<file path="src/rtl/seg7_pkg.sv">
// Shared constants for the stopwatch seven-segment display driver.
// Segment patterns are {g,f,e,d,c,b,a}, and all of them are active-low.
package seg7_pkg;

   typedef logic [6:0] seg_t;

   localparam seg_t SEG_0     = 7'b1000000;
   localparam seg_t SEG_1     = 7'b1111001;
   localparam seg_t SEG_2     = 7'b0100100;
   localparam seg_t SEG_3     = 7'b0110000;
   localparam seg_t SEG_4     = 7'b0011001;
   localparam seg_t SEG_5     = 7'b0010010;
   localparam seg_t SEG_6     = 7'b0000010;
   localparam seg_t SEG_7     = 7'b1111000;
   localparam seg_t SEG_8     = 7'b0000000;
   localparam seg_t SEG_9     = 7'b0010000;
   localparam seg_t SEG_BLANK = 7'b1111111;

   localparam logic [1:0] DIG_SEC0 = 2'd0;
   localparam logic [1:0] DIG_SEC1 = 2'd1;
   localparam logic [1:0] DIG_MIN0 = 2'd2;
   localparam logic [1:0] DIG_MIN1 = 2'd3;

   // One-hot-low anode pattern for a digit index.
   function automatic logic [3:0] anode_for(input logic [1:0] idx);
      logic [3:0] an;
      an = 4'b1111;
      unique case (idx)
         DIG_SEC0: an = 4'b1110;
         DIG_SEC1: an = 4'b1101;
         DIG_MIN0: an = 4'b1011;
         DIG_MIN1: an = 4'b0111;
         default:  an = 4'b1111;
      endcase
      return an;
   endfunction

endpackage

</file>
<file path="src/rtl/seg7_decode.sv">
// Combinational decoder from BCD to active-low seven-segment patterns.
// Codes 10-15 produce a blank digit.
module seg7_decode
   import seg7_pkg::*;
(
   input  logic [3:0] bcd,
   output logic [6:0] seg
);

   always_comb begin
      seg = SEG_BLANK;
      unique case (bcd)
         4'd0:    seg = SEG_0;
         4'd1:    seg = SEG_1;
         4'd2:    seg = SEG_2;
         4'd3:    seg = SEG_3;
         4'd4:    seg = SEG_4;
         4'd5:    seg = SEG_5;
         4'd6:    seg = SEG_6;
         4'd7:    seg = SEG_7;
         4'd8:    seg = SEG_8;
         4'd9:    seg = SEG_9;
         default: seg = SEG_BLANK;
      endcase
   end

endmodule

</file>
<file path="src/rtl/seg7_display_mux.sv">
// Time-multiplexed 4-digit display driver. It takes a frame snapshot so the digits do not tear.
// Defining SEG7_BLINK_EN adds blinking of the minutes or seconds pair in adjust mode.
module seg7_display_mux
   import seg7_pkg::*;
#(
   parameter int REFRESH_DIV = 100000,
   parameter int BLINK_DIV   = 25000000
)
(
   input  logic       clk,
   input  logic       reset,
   input  logic [3:0] min1,
   input  logic [3:0] min0,
   input  logic [3:0] sec1,
   input  logic [3:0] sec0,
   input  logic       adjust,
   input  logic       select,
   output logic [6:0] seg,
   output logic       dp,
   output logic [3:0] an
);

   localparam int RW = (REFRESH_DIV > 2) ? $clog2(REFRESH_DIV) : 1;
   localparam logic [RW-1:0] R_LAST = RW'(REFRESH_DIV - 1);

   logic [RW-1:0] rcnt;
   logic [1:0]    idx;
   logic [15:0]   snap;
   logic          tick;
   logic [6:0]    dec_seg;
   logic [3:0]    an_mask;

   assign tick = (rcnt == R_LAST);

   always_ff @(posedge clk or posedge reset) begin
      if (reset) begin
         rcnt <= '0;
         idx  <= DIG_SEC0;
         snap <= '0;
      end else begin
         rcnt <= tick ? '0 : rcnt + 1'b1;
         if (tick) begin
            idx <= idx + 2'd1;
            // The wrap from idx 3 starts a new frame, so all four digits are latched together.
            if (idx == DIG_MIN1)
               snap <= {min1, min0, sec1, sec0};
         end
      end
   end

   seg7_decode u_decode (
      .bcd (snap[{idx, 2'b00} +: 4]),
      .seg (dec_seg)
   );

`ifdef SEG7_BLINK_EN
   localparam int BW = (BLINK_DIV > 2) ? $clog2(BLINK_DIV) : 1;
   localparam logic [BW-1:0] B_LAST = BW'(BLINK_DIV - 1);

   logic [BW-1:0] bcnt;
   logic          phase;

   always_ff @(posedge clk or posedge reset) begin
      if (reset) begin
         bcnt  <= '0;
         phase <= 1'b0;
      end else if (bcnt == B_LAST) begin
         bcnt  <= '0;
         phase <= ~phase;
      end else begin
         bcnt  <= bcnt + 1'b1;
      end
   end

   always_comb begin
      an_mask = 4'b0000;
      if (adjust && phase)
         an_mask = select ? 4'b0011 : 4'b1100;
   end
`else
   logic unused_blink_inputs;
   assign unused_blink_inputs = adjust ^ select;
   assign an_mask = 4'b0000;
`endif

   // NOTE: the output register is reset asynchronously, so asserting reset blanks the display before the next clock edge.
   always_ff @(posedge clk or posedge reset) begin
      if (reset) begin
         seg <= SEG_BLANK;
         dp  <= 1'b1;
         an  <= 4'b1111;
      end else begin
         seg <= dec_seg;
         dp  <= (idx != DIG_MIN0);
         an  <= anode_for(idx) | an_mask;
      end
   end

endmodule

</file>
<file path="config.mk">
export PLATFORM = sky130hd
export DESIGN_NAME = seg7_display_mux
export DESIGN_NICKNAME = d
export VERILOG_FILES = /design/src/rtl/seg7_pkg.sv /design/src/rtl/seg7_decode.sv /design/src/rtl/seg7_display_mux.sv
export SDC_FILE = /design/constraint.sdc
export NUM_CORES = 1
export LEC_CHECK = 0
export ABC_CLOCK_PERIOD_IN_PS = 1900
export CORE_MARGIN = 5
export CORE_UTILIZATION = 45
export DETAILED_ROUTE_END_ITERATION = 10
export GPL_ROUTABILITY_DRIVEN = 0
export GPL_TIMING_DRIVEN = 0
export PLACE_DENSITY = 0.74
export SETUP_SLACK_MARGIN = 0.05
export SYNTH_ARGS = -nofsm -noshare
export SYNTH_HDL_FRONTEND = slang
export SYNTH_HIERARCHICAL = 1
export SYNTH_SLANG_ARGS = --single-unit
</file>
<file path="constraint.sdc">
create_clock -name clk -period 1.9 [get_ports clk]
set_input_delay 0.38 -clock clk [delete_from_list [all_inputs] [get_ports clk]]
set_output_delay 0.38 -clock clk [all_outputs]
set_load 0.05 [all_outputs]
</file>
### After elaboration in Yosys (flattened, before gate mapping)

Memory sizes are Yosys's and may differ from the RTL's. A register that Yosys moved wholly into a read port is not among the register bits.
Cells that the tools add are included.

| word-level totals | value |
|---|---|
| register bits | 40 |
| latch bits | 0 |
| memory bits (writable) | 0 |
| memory bits (read-only) | 112 |
| bits of input ports | 20 |
| output and inout bits | 12 |
| word-level logic and storage cells | 18 |
| memories | 1 |

| cells by class | value |
|---|---|
| add/sub/neg operators | 2 |
| $mul | 0 |
| divide/modulo/power cells | 0 |
| $lt $le $gt $ge | 0 |
| equal/unequal tests | 5 |
| shifts and indexed selects | 1 |
| multiplexer cells | 2 |
| bitwise logic cells | 0 |
| reduce and logical (&&, ||, !) cells | 2 |

Memory list:

| name | depth | bits a word | read ports | clocked after memory_dff | wr ports | RTL line | RTL |
|---|---|---|---|---|---|---|---|
| (no name shown) | 16 | 7 | 1 | 1 | 0 | seg7_decode.sv:12 | `unique case (bcd)` |

Operators by type and width:

| operator | count |
|---|---|
| adder 17 x 1 -> 17 bit, second input constant | 1 |
| == test 17 bit, second input constant | 1 |
| 2-to-1 mux 17 bit | 1 |
| one-hot mux 4 bit (4 select lines) | 1 |
| indexed part select 16 x 5 -> 4 bit | 1 |
| == test 2 bit, second input constant | 2 |
| adder 2 x 1 -> 2 bit, second input constant | 1 |
| == test 2 x 1 -> 1 bit, second input constant | 1 |
| zero test 2 bit | 1 |
| != test 2 bit, second input constant | 1 |
| AND reduction 2 bit | 1 |

### Longest topological paths before layout

| logic depth | value |
|---|---|
| depth in word-level cells | 2 |
| mapped depth | 8 |
| depth with buffers taken out | 6 |

### Hierarchy

Netlist, hierarchy kept.

Modules (own cells, without submodules):

| module | instances | cells an instance | area an instance (um^2) | sequential area each (um^2) |
|---|---|---|---|---|
| seg7_display_mux | 1 | 146 | 2038.2 | 1164.9 |
| seg7_decode | 1 | 33 | 210.2 | 0.0 |

### Worst setup path before layout

OpenSTA, ideal clock, no wires.

| path | value |
|---|---|
| kind | flip-flop to flip-flop |
| start point | reg rcnt[0] |
| end point | reg snap[0] |
| setup time | 0.125 ns |
| arrival time | 1.770 ns |
| data required time | 1.775 ns |
| path slack | 0.004 ns |
| stages on the path, launching flop included | 9 |
| buffers on the path | 3 |
| clock period less this slack | 1.896 ns |
| cells stage by stage | dfrtp_1 ha_1 and4_1 buf_4 and4_1 buf_6 nand2_4 buf_12 mux2_4 |

| on the way | value |
|---|---|
| word-level cells in the longest chain between the ends | 2 |

Ends and longest elaborated chain:

| what | RTL line | RTL |
|---|---|---|
| from (decl) | seg7_display_mux.sv:26 | `logic [RW-1:0] rcnt;` |
| from (signal assigned) | seg7_display_mux.sv:41 | `rcnt <= tick ? '0 : rcnt + 1'b1;` |
| == test 17 bit | seg7_display_mux.sv:33 | `assign tick = (rcnt == R_LAST);` |
| AND reduction 2 bit (no line) | - |  |
| to (signal assigned) | seg7_display_mux.sv:46 | `snap <= {min1, min0, sec1, sec0};` |
| to (decl) | seg7_display_mux.sv:28 | `logic [15:0] snap;` |

Every way passes these cells.
A chain may end at the register's enable or synchronous reset.

### Worst setup path after layout

| path | value |
|---|---|
| start point | reg rcnt[14] |
| end point | reg snap[11] |

The elaborated chain is that of the path after synthesis.

==> results.sh <==
export IMPL_clockBufferDepth=2
export IMPL_htree_levels=2
export IMPL_start_util_pct=47.0
export IMPL_synth_nets=210
export IMPL_path_buf_inv=3
export IMPL_final_area_um2=2870
export IMPL_yosys_area_top_type="dfrtp_1"
export IMPL_critPathMaxFanout=5
export IMPL_finalCriticalPeriod_ps=1850
export IMPL_leakage_uw=0.00128
export IMPL_drt_iter0_drc=104
export IMPL_hold_buffers=0
export IMPL_grt_max_degree=38
export IMPL_viasPerCell=4.81
export IMPL_fmax_mhz=539
export IMPL_ys_types=36
export IMPL_syn_to_final_growth_pct=27.6
export IMPL_maxSlewViolCount=0
export IMPL_startpoint_type="flip-flop"
export IMPL_path_cells="nor4_4 -> and4_1 -> buf_6 -> nand2_8 -> buf_12 -> buf_12 -> mux2_4"
export IMPL_grt_pass1_wl_mm=6.96
export IMPL_yosysMostFrequentCell="dfrtp_1"
export IMPL_netlist_top_cells_area="dfrtp_1 (39%), dfstp_2 (13%), mux2_4 (6.7%), ha_1 (6.1%), xnor2_1 (4.3%)"
export IMPL_met2_length_mm=1.84
export IMPL_coreArea_um2=4790
export IMPL_dp_hpwl_mm=2.75
export IMPL_synth_compound_area_share_pct=3.78
export IMPL_root_buffer="clkbuf_8"
export IMPL_cp_arrival_ps=2040
export IMPL_slowest_delay_ps=410
export IMPL_yosys_warnings=6
export IMPL_skew_ps=7.75
export IMPL_drtAntennaViolNets=0
export IMPL_routed_via_count=1430
export IMPL_synth_mux_area_share_pct=13.7
export IMPL_synth_ff_type="dfrtp_1"
export IMPL_power_total_uw=1840
export IMPL_syn_area_um2=2250
export IMPL_die_w_um=80.7
export IMPL_power_density_nw_per_um2=641
export IMPL_synth_top_cell_area_share_pct=39.0
export IMPL_routed_wl_mm=3.96
export IMPL_grt_overflow=0
export IMPL_cpMostUsedCell="buf_12"
export IMPL_synth_top_family_by_area="simple AND/OR/NAND/NOR gates"
export IMPL_hold_viol_final=0
export IMPL_ys_seq_elements=46
export IMPL_grt_pass1_vias=1446
export IMPL_antenna_found_initial=0
export IMPL_route_met3_wl_um=147
export IMPL_yosys_top_cells_count="dfrtp_1 (35), nor2_1 (12)"
export IMPL_hold_class="in -> async"
export IMPL_die_y_um=80.7
export IMPL_critPathSlowestCell="dfrtp_1"
export IMPL_drive_above_1_share_pct=30.9
export IMPL_synth_simple_area_share_pct=14.7
export IMPL_dieArea_um2=6510
export IMPL_critPathKind="reg -> reg"
export IMPL_seq_area_frac_synth_pct=51.8
export IMPL_antenna_cells=0
export IMPL_end_kind="flip-flop"
export IMPL_rows=25
export IMPL_cts_made_buffers=5
export IMPL_clk_latency_ps=300
export IMPL_relSlewSlack_pct=67.3
export IMPL_cts_tree="done"
export IMPL_synth_edf_count=0
export IMPL_setup_violations=0
export IMPL_portBuffers=29
export IMPL_crit_required_ps=2090
export IMPL_grt_total_usage_pct=14.0
export IMPL_wl_per_cell_um=13.3
export IMPL_drv_max_cap_violation_count=0
export IMPL_critPathTopFamily="simple AND/OR/NAND/NOR gates"
export IMPL_timing_final_crit_share_pct=97.6
export IMPL_detail_route_first_pass_iterations=4
export IMPL_synth_xor_area_share_pct=5.06
export IMPL_drc=0
export IMPL_nets=260
export IMPL_worst_slew_pin_slew_ps=493
export IMPL_yosys_area_share_adder_pct=6.12
export IMPL_top_layer="met4"
export IMPL_cts_clk_slew_worst_paths_ps=80
export IMPL_m1WireLength_mm=1.96
export IMPL_status="complete, no violations"
export IMPL_rsz0062_at_grt="true"
export IMPL_design_portCount=32
export IMPL_cts_sinks=46
export IMPL_ys_async_sr_fraction_pct=100
export IMPL_syn_area_per_cell_um2=12.6
export IMPL_placed_area_um2=2650
export IMPL_synthCells=179
export IMPL_irDropWorstVdd_v=0.000460
## path summary, 6_finish.rpt
check                          from        to  slack, ps  depth (start not counted)
max                        rcnt[14]  snap[11]         50                          7
min                           reset   rcnt[6]        310                          2
max reg2reg                rcnt[14]  snap[11]         50                          7
min reg2reg                 snap[5]   snap[5]        510                          1
max in group asynchronous     reset    seg[4]       1080                          3
min in group clk            snap[5]   snap[5]        510                          1
## where the power goes
group / leakage [uW] / total, uW / switching (uW) / internal, uW
combinational: 0.000685 / 191 / 104 / 86.4
sequential: 0.000546 / 1030 / 11.6 / 1020
clock: 0.0000482 / 619 / 325 / 294
total: 0.00128 / 1840 / 441 / 1400
## stage by stage
stage	util (%)	setup slack, ps	std cells	hold WS, ps	setup TNS (ps)
5_1_grt	59.9	-49.0	297	332	-311
2_1_floorplan	-	60.0	179	455	0
6_report	59.9	45.4	297	308	0
3_3_place_gp	55.0	-418	275	482	-15420
4_1_cts	59.3	40.3	293	311	0
3_5_place_dp	55.5	-65.9	276	493	-652
## repair_timing
| action | 4_1_cts | 5_1_grt |
|---|---|---|
| setup buffers | 9 | 4 |
| endpoints found under the setup margin | 32 | 9 |
| gates resized for setup | 18 | 4 |
| pin swaps | 3 | 0 |
| cloned | 1 | 0 |
## cell type report
type,count,area (um^2)
multi-input cells,115,990
plain buffers,6,58.8
repair buffers,44,434
inverters,11,41.3
clock inverters,1,5.00
clock buffers,7,86.3
fillers,396,1920
flip-flops and latches,46,1170
well taps,67,83.8
## placed cells by master (no fill, tap or decap), types with 2 or more instances in the layout
| cell | synthesis | layout |
|---|---|---|
| dfrtp_1 | 35 | 31 |
| clkdlybuf4s50_1 | 0 | 17 |
| buf_4 | 2 | 13 |
| nor2_1 | 12 | 12 |
| xnor2_1 | 11 | 11 |
| dfstp_2 | 11 | 11 |
| dlygate4sd2_1 | 0 | 11 |
| mux2_4 | 10 | 10 |
| ha_1 | 11 | 10 |
| inv_1 | 11 | 9 |
| o21ai_0 | 10 | 9 |
| nand3_1 | 7 | 7 |
| nand2_1 | 7 | 7 |
| mux2_2 | 6 | 6 |
| clkbuf_8 | 0 | 6 |
| nand4_1 | 5 | 5 |
| mux4_2 | 4 | 4 |
| and2_1 | 4 | 4 |
| a21oi_1 | 4 | 4 |
| dfrtp_2 | 0 | 4 |
| nand2b_1 | 4 | 4 |
| and4_1 | 4 | 3 |
| buf_12 | 1 | 3 |
| buf_6 | 2 | 2 |
| or3_1 | 2 | 2 |
| clkbuf_1 | 1 | 2 |
| xor2_1 | 2 | 2 |
| inv_2 | 0 | 2 |
## worst reg2reg max path, stage by stage, from the launching register on
cell,delay (ps)
dfrtp_1,410
nor4_4,330
and4_1,250
buf_6,120
nand2_8,70
buf_12,140
buf_12,130
mux2_4,290
## cells by family after synthesis
family,Yosys count
AND/OR/NAND/NOR,55
flip-flops,46
multiplexers,20
buffers and inverters,18
AO/OA/AOI/OAI,16
XOR/XNOR,13
adder cells (fa/ha/maj),11
## flip-flops by register name, summed over array words and instances, names as in the netlist
name and cells:
rcnt 17, idx 2, seg 7, an 4
snap 16
## per-layer routing
metal	vias to the layer above	global-route usage, %
li1	714	-
met4	0	5.07
met1	683	19.4
met2	31	21.1
met5	-	0
met3	2	3.70
Power figures use the tool's default switching activity.
